===== config.mk =====
export PLATFORM = sky130hd
export DESIGN_NAME = ysyx_220053_ifu
export DESIGN_NICKNAME = d
export VERILOG_FILES = /design/src/rtl/ysyx_220053_ifu.sv
export SDC_FILE = /design/constraint.sdc
export NUM_CORES = 1
export LEC_CHECK = 0
export ABC_AREA = 1
export CAP_MARGIN = 20
export CORE_MARGIN = 2
export CORE_UTILIZATION = 25
export DETAILED_ROUTE_END_ITERATION = 8
export GPL_TIMING_DRIVEN = 0
export PLACE_DENSITY = 0.45
export SLEW_MARGIN = 20
export SYNTH_ARGS = -nofsm -noshare
export SYNTH_HDL_FRONTEND = slang
export SYNTH_SLANG_ARGS = --single-unit
export TNS_END_PERCENT = 10

===== constraint.sdc =====
create_clock -name clk -period 2 [get_ports clk]
set_input_delay 0.4 -clock clk [delete_from_list [all_inputs] [get_ports clk]]
set_output_delay 0.4 -clock clk [all_outputs]
set_load 0.1 [all_outputs]

===== src/rtl/ysyx_220053_ifu.sv =====
// Instruction fetch unit: owns the PC, keeps at most one imem request in flight
// and presents each fetched word with its PC to decode over valid/ready.
module ysyx_220053_ifu #(
  parameter int              XLEN     = 64,
  parameter logic [XLEN-1:0] RESET_PC = 64'h0000_0000_8000_0000
) (
  input  logic            clk,
  input  logic            rst_n,
  output logic            imem_req_valid,
  input  logic            imem_req_ready,
  output logic [XLEN-1:0] imem_req_addr,
  input  logic            imem_rsp_valid,
  input  logic [31:0]     imem_rsp_data,
  input  logic            imem_rsp_err,
  output logic            id_valid,
  input  logic            id_ready,
  output logic [31:0]     id_instr,
  output logic [XLEN-1:0] id_pc,
  output logic            id_fault,
  input  logic            redirect_valid,
  input  logic [XLEN-1:0] redirect_pc,
  input  logic            halt,
  output logic            halted
);

  localparam logic [1:0] S_REQ  = 2'd0;
  localparam logic [1:0] S_WAIT = 2'd1;
  localparam logic [1:0] S_OUT  = 2'd2;
  localparam logic [1:0] S_HALT = 2'd3;

  logic [1:0]      state_reg, state_next;
  logic [XLEN-1:0] pc_reg, pc_next;
  logic            discard_reg, discard_next;
  logic            halt_pend_reg, halt_pend_next;
  logic            id_valid_reg, id_valid_next;
  logic [31:0]     id_instr_reg, id_instr_next;
  logic [XLEN-1:0] id_pc_reg, id_pc_next;
  logic            id_fault_reg, id_fault_next;
  logic            halted_reg, halted_next;

  logic            stop;
  logic            steer;
  logic [XLEN-1:0] redirect_target;
  logic [XLEN-1:0] pc_inc;

  // A halt seen this cycle already outranks a simultaneous redirect.
  assign stop            = halt | halt_pend_reg;
  assign steer           = redirect_valid & ~stop;
  assign redirect_target = redirect_pc & ~XLEN'(3);
  assign pc_inc          = pc_reg + XLEN'(4);

  // Held low while reset is asserted so memory never sees a request during reset.
  assign imem_req_valid = rst_n & (state_reg == S_REQ);
  assign imem_req_addr  = pc_reg;

  assign id_valid = id_valid_reg;
  assign id_instr = id_instr_reg;
  assign id_pc    = id_pc_reg;
  assign id_fault = id_fault_reg;
  assign halted   = halted_reg;

  always_comb begin
    state_next     = state_reg;
    pc_next        = pc_reg;
    discard_next   = discard_reg;
    halt_pend_next = halt_pend_reg | halt;
    id_valid_next  = id_valid_reg;
    id_instr_next  = id_instr_reg;
    id_pc_next     = id_pc_reg;
    id_fault_next  = id_fault_reg;
    halted_next    = halted_reg;

    case (state_reg)
      S_REQ: begin
        if (steer) begin
          pc_next = redirect_target;
        end
        if (imem_req_ready) begin
          // The old address is already accepted; its response must be swallowed.
          state_next = S_WAIT;
          if (stop || steer) begin
            discard_next = 1'b1;
          end
        end else if (stop) begin
          state_next  = S_HALT;
          halted_next = 1'b1;
        end
      end

      S_WAIT: begin
        if (steer) begin
          pc_next = redirect_target;
        end
        if (imem_rsp_valid) begin
          if (discard_reg || stop || steer) begin
            discard_next = 1'b0;
            if (stop) begin
              state_next  = S_HALT;
              halted_next = 1'b1;
            end else begin
              state_next = S_REQ;
            end
          end else begin
            id_valid_next = 1'b1;
            id_instr_next = imem_rsp_err ? 32'h0 : imem_rsp_data;
            id_pc_next    = pc_reg;
            id_fault_next = imem_rsp_err;
            state_next    = S_OUT;
          end
        end else if (stop || steer) begin
          discard_next = 1'b1;
        end
      end

      S_OUT: begin
        if (stop) begin
          id_valid_next = 1'b0;
          state_next    = S_HALT;
          halted_next   = 1'b1;
        end else if (steer) begin
          // Any handshake this cycle still completes; the redirect wins over pc+4.
          id_valid_next = 1'b0;
          pc_next       = redirect_target;
          state_next    = S_REQ;
        end else if (id_ready) begin
          id_valid_next = 1'b0;
          pc_next       = pc_inc;
          state_next    = S_REQ;
        end
      end

      S_HALT: begin
        id_valid_next = 1'b0;
        halted_next   = 1'b1;
      end

      default: begin
        state_next = S_REQ;
      end
    endcase
  end

  always_ff @(posedge clk) begin
    if (!rst_n) begin
      state_reg     <= S_REQ;
      pc_reg        <= RESET_PC;
      discard_reg   <= 1'b0;
      halt_pend_reg <= 1'b0;
      id_valid_reg  <= 1'b0;
      id_instr_reg  <= 32'h0;
      id_pc_reg     <= '0;
      id_fault_reg  <= 1'b0;
      halted_reg    <= 1'b0;
    end else begin
      state_reg     <= state_next;
      pc_reg        <= pc_next;
      discard_reg   <= discard_next;
      halt_pend_reg <= halt_pend_next;
      id_valid_reg  <= id_valid_next;
      id_instr_reg  <= id_instr_next;
      id_pc_reg     <= id_pc_next;
      id_fault_reg  <= id_fault_next;
      halted_reg    <= halted_next;
    end
  end

endmodule


==> results of run 1 <==
where the power goes:
group	switching, mW	internal [mW]	leakage, nW
sequential	1.17	3.96	1.34
clock	1.54	2.01	0.290
combinational	7.27	2.36	3.21
total	9.98	8.33	4.84
layout by cell type, fill, tap and decap left out, types with 4 or more instances in the layout:
master and n:
nand2_1 326, nor2_1 261, clkdlybuf4s15_2 157, dfxtp_1 117, a21oi_1 107, clkdlybuf4s50_1 100
o21ai_0 98, inv_1 96, nand3_1 73, dfxtp_2 41, a22oi_1 32, buf_4 27
nor2_2 25, nor2_4 19, clkbuf_1 18, clkbuf_16 17, buf_2 13, nand2_2 13
o21ai_1 12, nand4_1 11, clkbuf_2 8, nor3_1 8, buf_6 7, xor2_1 7
o211ai_1 6, clkinvlp_4 5, inv_6 5, dfxtp_4 5, nand2_4 4, inv_2 4
a211oi_1 4, conb_1 4
metal layers:
layer / GRT usage (%) / routed length [um] / part of all wire [%] / vias to the layer above
li1: - / - / - / 5018
met1: 30.2 / 19300 / 45 / 4724
met5: 0 / 0 / 0 / -
met3: 5.95 / 3000 / 7.0 / 51
met4: 7.22 / 1050 / 2.4 / 0
met2: 38.4 / 19700 / 46 / 343
synthesized netlist by cell type, drive strengths merged:
master and n:
or2 3, nand3 74, a22oi 32, nor3 8
o21ai 111, a21oi 107, a211oi 4, xor2 7
nor3b 1, nand4 11, o31ai 1, a31oi 3
nand2 343, inv 104, xnor2 2, buf 41
dfxtp 163, clkbuf 27, nand3b 3, o22ai 2
and2 1, o211ai 6, conb 1, nor2 306
ha 6
how the worst max path moves through the flow:
stage	startpoint	to	cells after the start
floorplan	imem_req_addr[54]	imem_req_addr[55]	9
global placement	rst_n	imem_req_valid	5
detailed placement	rst_n	imem_req_valid	5
CTS	imem_req_addr[17]	imem_req_addr[62]	9
global route	imem_req_addr[26]	imem_req_addr[60]	9
finish	rst_n	imem_req_addr[17]	5
cell families after synthesis:
family	Yosys count	share of synthesized area, %
xor+xnor	9	0.898
compound gates	266	16.5
buf+inv	172	8.71
other cells	1	0.0427
fa+ha+maj	6	0.855
flops	163	37.2
simple gates	750	35.8
worst max-delay path, cell delays in order:
cell and delay [ns]:
clkbuf_2 0.26, inv_1 0.16, clkbuf_1 0.80, clkbuf_1 0.56, a21oi_1 0.08
metrics by stage:
stage / hold slack (ns) / worst slack [ns] / power [mW]
3_5_place_dp: 0.462 / -1.18 / 14.7
6_report: 0.457 / 0.0365 / 18.3
4_1_cts: 0.440 / -0.0208 / 18.2
3_3_place_gp: 0.459 / -1.14 / 14.7
5_1_grt: 0.452 / -0.0692 / 19.1
2_1_floorplan: 0.492 / -0.0171 / 11.7
area by class of cell:
type	instances	area [um^2]	area share (%)
diodes	3	7.51	0.0572
plain buffers	68	429	3.27
clock buffers	18	439	3.34
clock inverters	14	174	1.32
inverters	104	404	3.08
multi-input cells	1035	4900	37.3
flip-flops and latches	163	3330	25.4
well taps	455	569	4.33
repair buffers	270	2880	21.9
what timing repair did:
| action | in CTS | in global routing |
|---|---|---|
| buffers inserted | 0 | 10 |
| gates resized for setup | 510 | 55 |
| pin swaps | 1 | 3 |
| gates cloned | 0 | 0 |
| endpoints found under the setup margin | 295 | 131 |
==> results.toml, run 1 <==
[synthesis]
synth_top_area_cell = "dfxtp_1"
synth_area_leaders = "dfxtp_1 37%, nand2_1 14%, nor2_1 12%"
synth_seq_area_share_pct = 37.2
ys_seq_elements = 163
netlist_area_um2 = 8780
yosysWarnings = 0
synthCells = 1367
synth.distinct_cells = 39
syn_avg_cell_area_um2 = 6.42
synth_top_area_share_pct = 37.2

[timing]
tns_ns = 0
finalCritPeriodShare_pct = 98.2
tightest_slew_ns = 1.06
setup_viol = 0
rsz0062_at_grt = "true"
slew_headroom_pct = 29.4
finalCriticalPeriod_ns = 1.96
hold_viol_final = 0
drv_slew = 0
finalClockSkew_ns = 0.0137
fmax_mhz = 509

[detailed_routing]
drc = 0
routedWlPerCell_um = 20.2
first_iter_violations = 504
wl_mm = 43.0
first_pass_iters = 5
ant_nets = 0
vias = 10100
vias_per_cell = 4.76

[floorplan]
die_h_um = 191
fp-row-count = 68
fp.dieW_um = 191
fp.coreArea_um2 = 34500
die_area_um2 = 36600
initial_core_util_pct = 25.4
pin_count = 268

[place]
hpwl_mm = 34.3
portBuffers = 260
gp_congestion = 0.971
dp.cells = 2085
placed_area_um2 = 12000

[min_path]
hp-start = "rst_n"
whs_endpoint = "imem_req_addr[2]"
min_path_type = "input pin to register"
worstHoldPathCells = 3

[critical_path]
regToRegEndpoint = "imem_req_addr[60]"
regToRegSetupSlack_ns = 0.07
worst-path-max-fanout = 10
worstRegToRegCells = 9
cp.required_ns = 2.30
worst_setup_path_end_kind = "register"
crit_path_start_kind = "input pin"
worstPathArrival_ns = 2.27
critical_path_class = "input pin to register"
reg2reg_from = "imem_req_addr[26]"

[finish]
synthToLayoutAreaGrowth_pct = 49.6
num-fill-cells = 3804
post_route_cells_drive_above_1_share_pct = 22.5
post-route-cell-area_um2 = 13100
fin_util_pct = 38.0
finalNonFillerCells = 2130
final_nets = 1769

[grt]
grt-ovfl-total = 0
track_usage_pct = 23.5
grt_pass1_vias = 9922
grt_first_pass_wirelength_mm = 62.9
grt_max_degree = 17
antenna_found_initial = 2

[clock_tree]
cts.clk_slew.worst_paths_ns = 0.07
clk_path_buf_depth = 2
postCtsHoldBufs = 0
htree_levels = 4
cts_sinks = 163
cts_buffers = 17
cts_root_buf = "clkbuf_16"
cts_tree = "done"
clkLatencyLatePin_ns = 0.45

[run]
maxCapViolations = 0

[power]
leakagePower_nw = 4.84
peakVddDrop_mv = 0.641
pwr_density_cell_nw_per_um2 = 1390

[status]
status = "finished, final reports clean"
Note: power is estimated with default switching activity, not from simulation.
==> inputs of run 2 (changes only) <==
CORE_UTILIZATION = 48   (was 25)
PLACE_DENSITY = 0.79   (was 0.45)
RECOVER_POWER = 100   (was default)
==> run 2 against run 1 <==
  * The run now ends with negative setup slack left
  * Core utilization up 31 points
  * Fmax down 3.6%
  * Final area down 5.2%
  * Sequential share of layout area up 1.2 points
  * Via count up 5.1%
  * Clock power down 8.7%
  * Non-clock buffer count down 9
  * First-iteration DRC count up 120%
==> results.toml, run 2 (synthesized netlist as in run 1, its figures left out) <==
[clock_tree]
clkLatencyLatePin_ns = 0.45
cts_sinks = 163
clk_path_buf_depth = 2
cts_tree = "done"
cts.clk_slew.worst_paths_ns = 0.07
cts_buffers = 17
htree_levels = 4
postCtsHoldBufs = 0
cts_root_buf = "clkbuf_16"

[floorplan]
fp-row-count = 49
die_h_um = 139
fp.coreArea_um2 = 18000
initial_core_util_pct = 48.9
pin_count = 268
fp.dieW_um = 139
die_area_um2 = 19400

[status]
violations = "negative setup slack"
status = "finished, violations left"

[critical_path]
reg2reg_from = "imem_req_addr[39]"
path_delay_family = "simple AND/OR/NAND/NOR gates"
path_buf_inv = 0
crit_chain = "nand2_1, nor2_1, nand2_1, nor2_1, nand2_1, o21ai_0, nand3_1, nand2_1, a21oi_1"
worst_setup_path_end_kind = "register"
regToRegSetupSlack_ns = -0.04
worst_path_max_delay_cell = "dfxtp_1"
crit_path_start_kind = "register"
critical_path_class = "register to register"
crit_top_cell = "nand2_1"
cp.required_ns = 2.30
crit_start = "imem_req_addr[39]"
crit_cells = 9
slowest_delay_ns = 0.51
worstRegToRegCells = 9
worst-path-max-fanout = 6
worstPathArrival_ns = 2.34
regToRegEndpoint = "imem_req_addr[60]"
endpoint = "imem_req_addr[60]"

[power]
peakVddDrop_mv = 1.45
leakagePower_nw = 4.75
pwr_density_cell_nw_per_um2 = 1430

[finish]
post-route-cell-area_um2 = 12500
fin_util_pct = 69.3
post_route_cells_drive_above_1_share_pct = 20.2
multi_input_area_um2 = 4850
layout_common_cells = "329 x nand2_1, 266 x nor2_1, 136 x dfxtp_1"
synthToLayoutAreaGrowth_pct = 41.9
final_nets = 1760
diodes = 0
mostFrequentLayoutCell = "nand2_1"
num-fill-cells = 1570
ff_latch_area_um2 = 3300

[detailed_routing]
first_iter_violations = 1087
first_pass_iters = 7
drc = 0
ant_nets = 0
vias_per_cell = 5.63
vias = 10700
routedWlPerCell_um = 20.0
wl_mm = 37.9

[place]
gp_congestion = 1.01
portBuffers = 260
dp_slack_ns = -1.09
hpwl_mm = 29.6
placed_area_um2 = 11700

[timing]
setup_slack_ns = -0.0370
drv_slew = 0
finalCriticalPeriod_ns = 2.04
finalCritPeriodShare_pct = 102
tightest_slew_ns = 1.00
rsz0062_at_grt = "true"
setup_viol = 2
hold_viol_final = 0
fmax_mhz = 491
finalClockSkew_ns = 0.0130
slew_headroom_pct = 33.3

[grt]
grt_first_pass_wirelength_mm = 57.0
grt_max_degree = 17
met3_usage_pct = 9.64
track_usage_pct = 38.0
antenna_found_initial = 1
busiest_layer = "met2"
grt_use_met1_pct = 47.5
grt_pass1_vias = 10200
grt-ovfl-total = 0
gr-usage-met2_pct = 62.0

[run]
maxCapViolations = 0

[min_path]
min_path_type = "register to register"
## run 2: cell types whose count changed in the layout (fill, tap and decap cells not counted), moves of 4 or more
cell	before	now
clkdlybuf4s15_2	157	134
nor2_1	261	266
buf_4	27	13
dfxtp_1	117	136
nor2_4	19	13
buf_2	13	8
clkbuf_2	8	39
clkbuf_1	18	22
clkbuf_4	3	7
dfxtp_2	41	24
## run 2: repair_timing
| action | 4_1_cts | 5_1_grt |
|---|---|---|
| setup buffers | 0 | 1 |
| pin swaps | 0 | 2 |
| gates resized for setup | 474 | 70 |
| cloned | 0 | 0 |
| setup endpoints to repair | 215 | 143 |
## run 2: worst min path at each step
| stage | startpoint | to | slack, ns | cells after the start |
|---|---|---|---|---|
| after global placement | halted | halted | 0.46 | 2 |
| after global routing | rst_n | imem_req_addr[2] | 0.50 | 3 |
| after detailed placement | halted | halted | 0.47 | 2 |
| after CTS | rst_n | imem_req_addr[2] | 0.46 | 3 |
| final | id_pc[13] | id_pc[13] | 0.49 | 2 |
| after floorplan | state_reg[1] | state_reg[1] | 0.49 | 2 |
## run 2: metal layers
metal	vias to the layer above	wire length, um	part of all wire, %
li1	4971	-	-
met1	4909	15100	40
met2	649	17200	45
met3	125	3920	10
met4	0	1710	4.5
met5	-	0	0
## run 2: worst register-to-register path: cells and delay by family (launching register included)
family / cells / cell delay [ns]
AO/OA/AOI/OAI: 2 / 0.24
flip-flops: 1 / 0.51
AND/OR/NAND/NOR: 7 / 1.15
## run 2: area by class of cell
cell class	instances	area share, %
repair buffers	261	21.3
flip-flops and latches	163	26.5
clock buffers	19	3.48
clock inverters	12	0.985
inverters	104	3.21
multi-input cells	1035	38.9
plain buffers	68	3.23
well taps	229	2.30
## run 2: per-stage QoR
stage	hold WS (ns)	cells	power, mW	setup TNS (ns)
after floorplan	0.492	1370	11.7	-0.0338
after global placement	0.460	1859	14.4	-56.55
after detailed placement	0.469	1859	14.5	-59.00
after CTS	0.463	1890	17.5	-0.00830
after global routing	0.495	1891	18.4	-0.464
final	0.486	1891	17.8	-0.0472
## run 2: power by group
| part | switching, mW | internal (mW) | total (mW) |
|---|---|---|---|
| registers | 1.12 | 3.92 | 5.04 |
| clock network | 1.51 | 1.73 | 3.24 |
| logic | 7.25 | 2.26 | 9.51 |
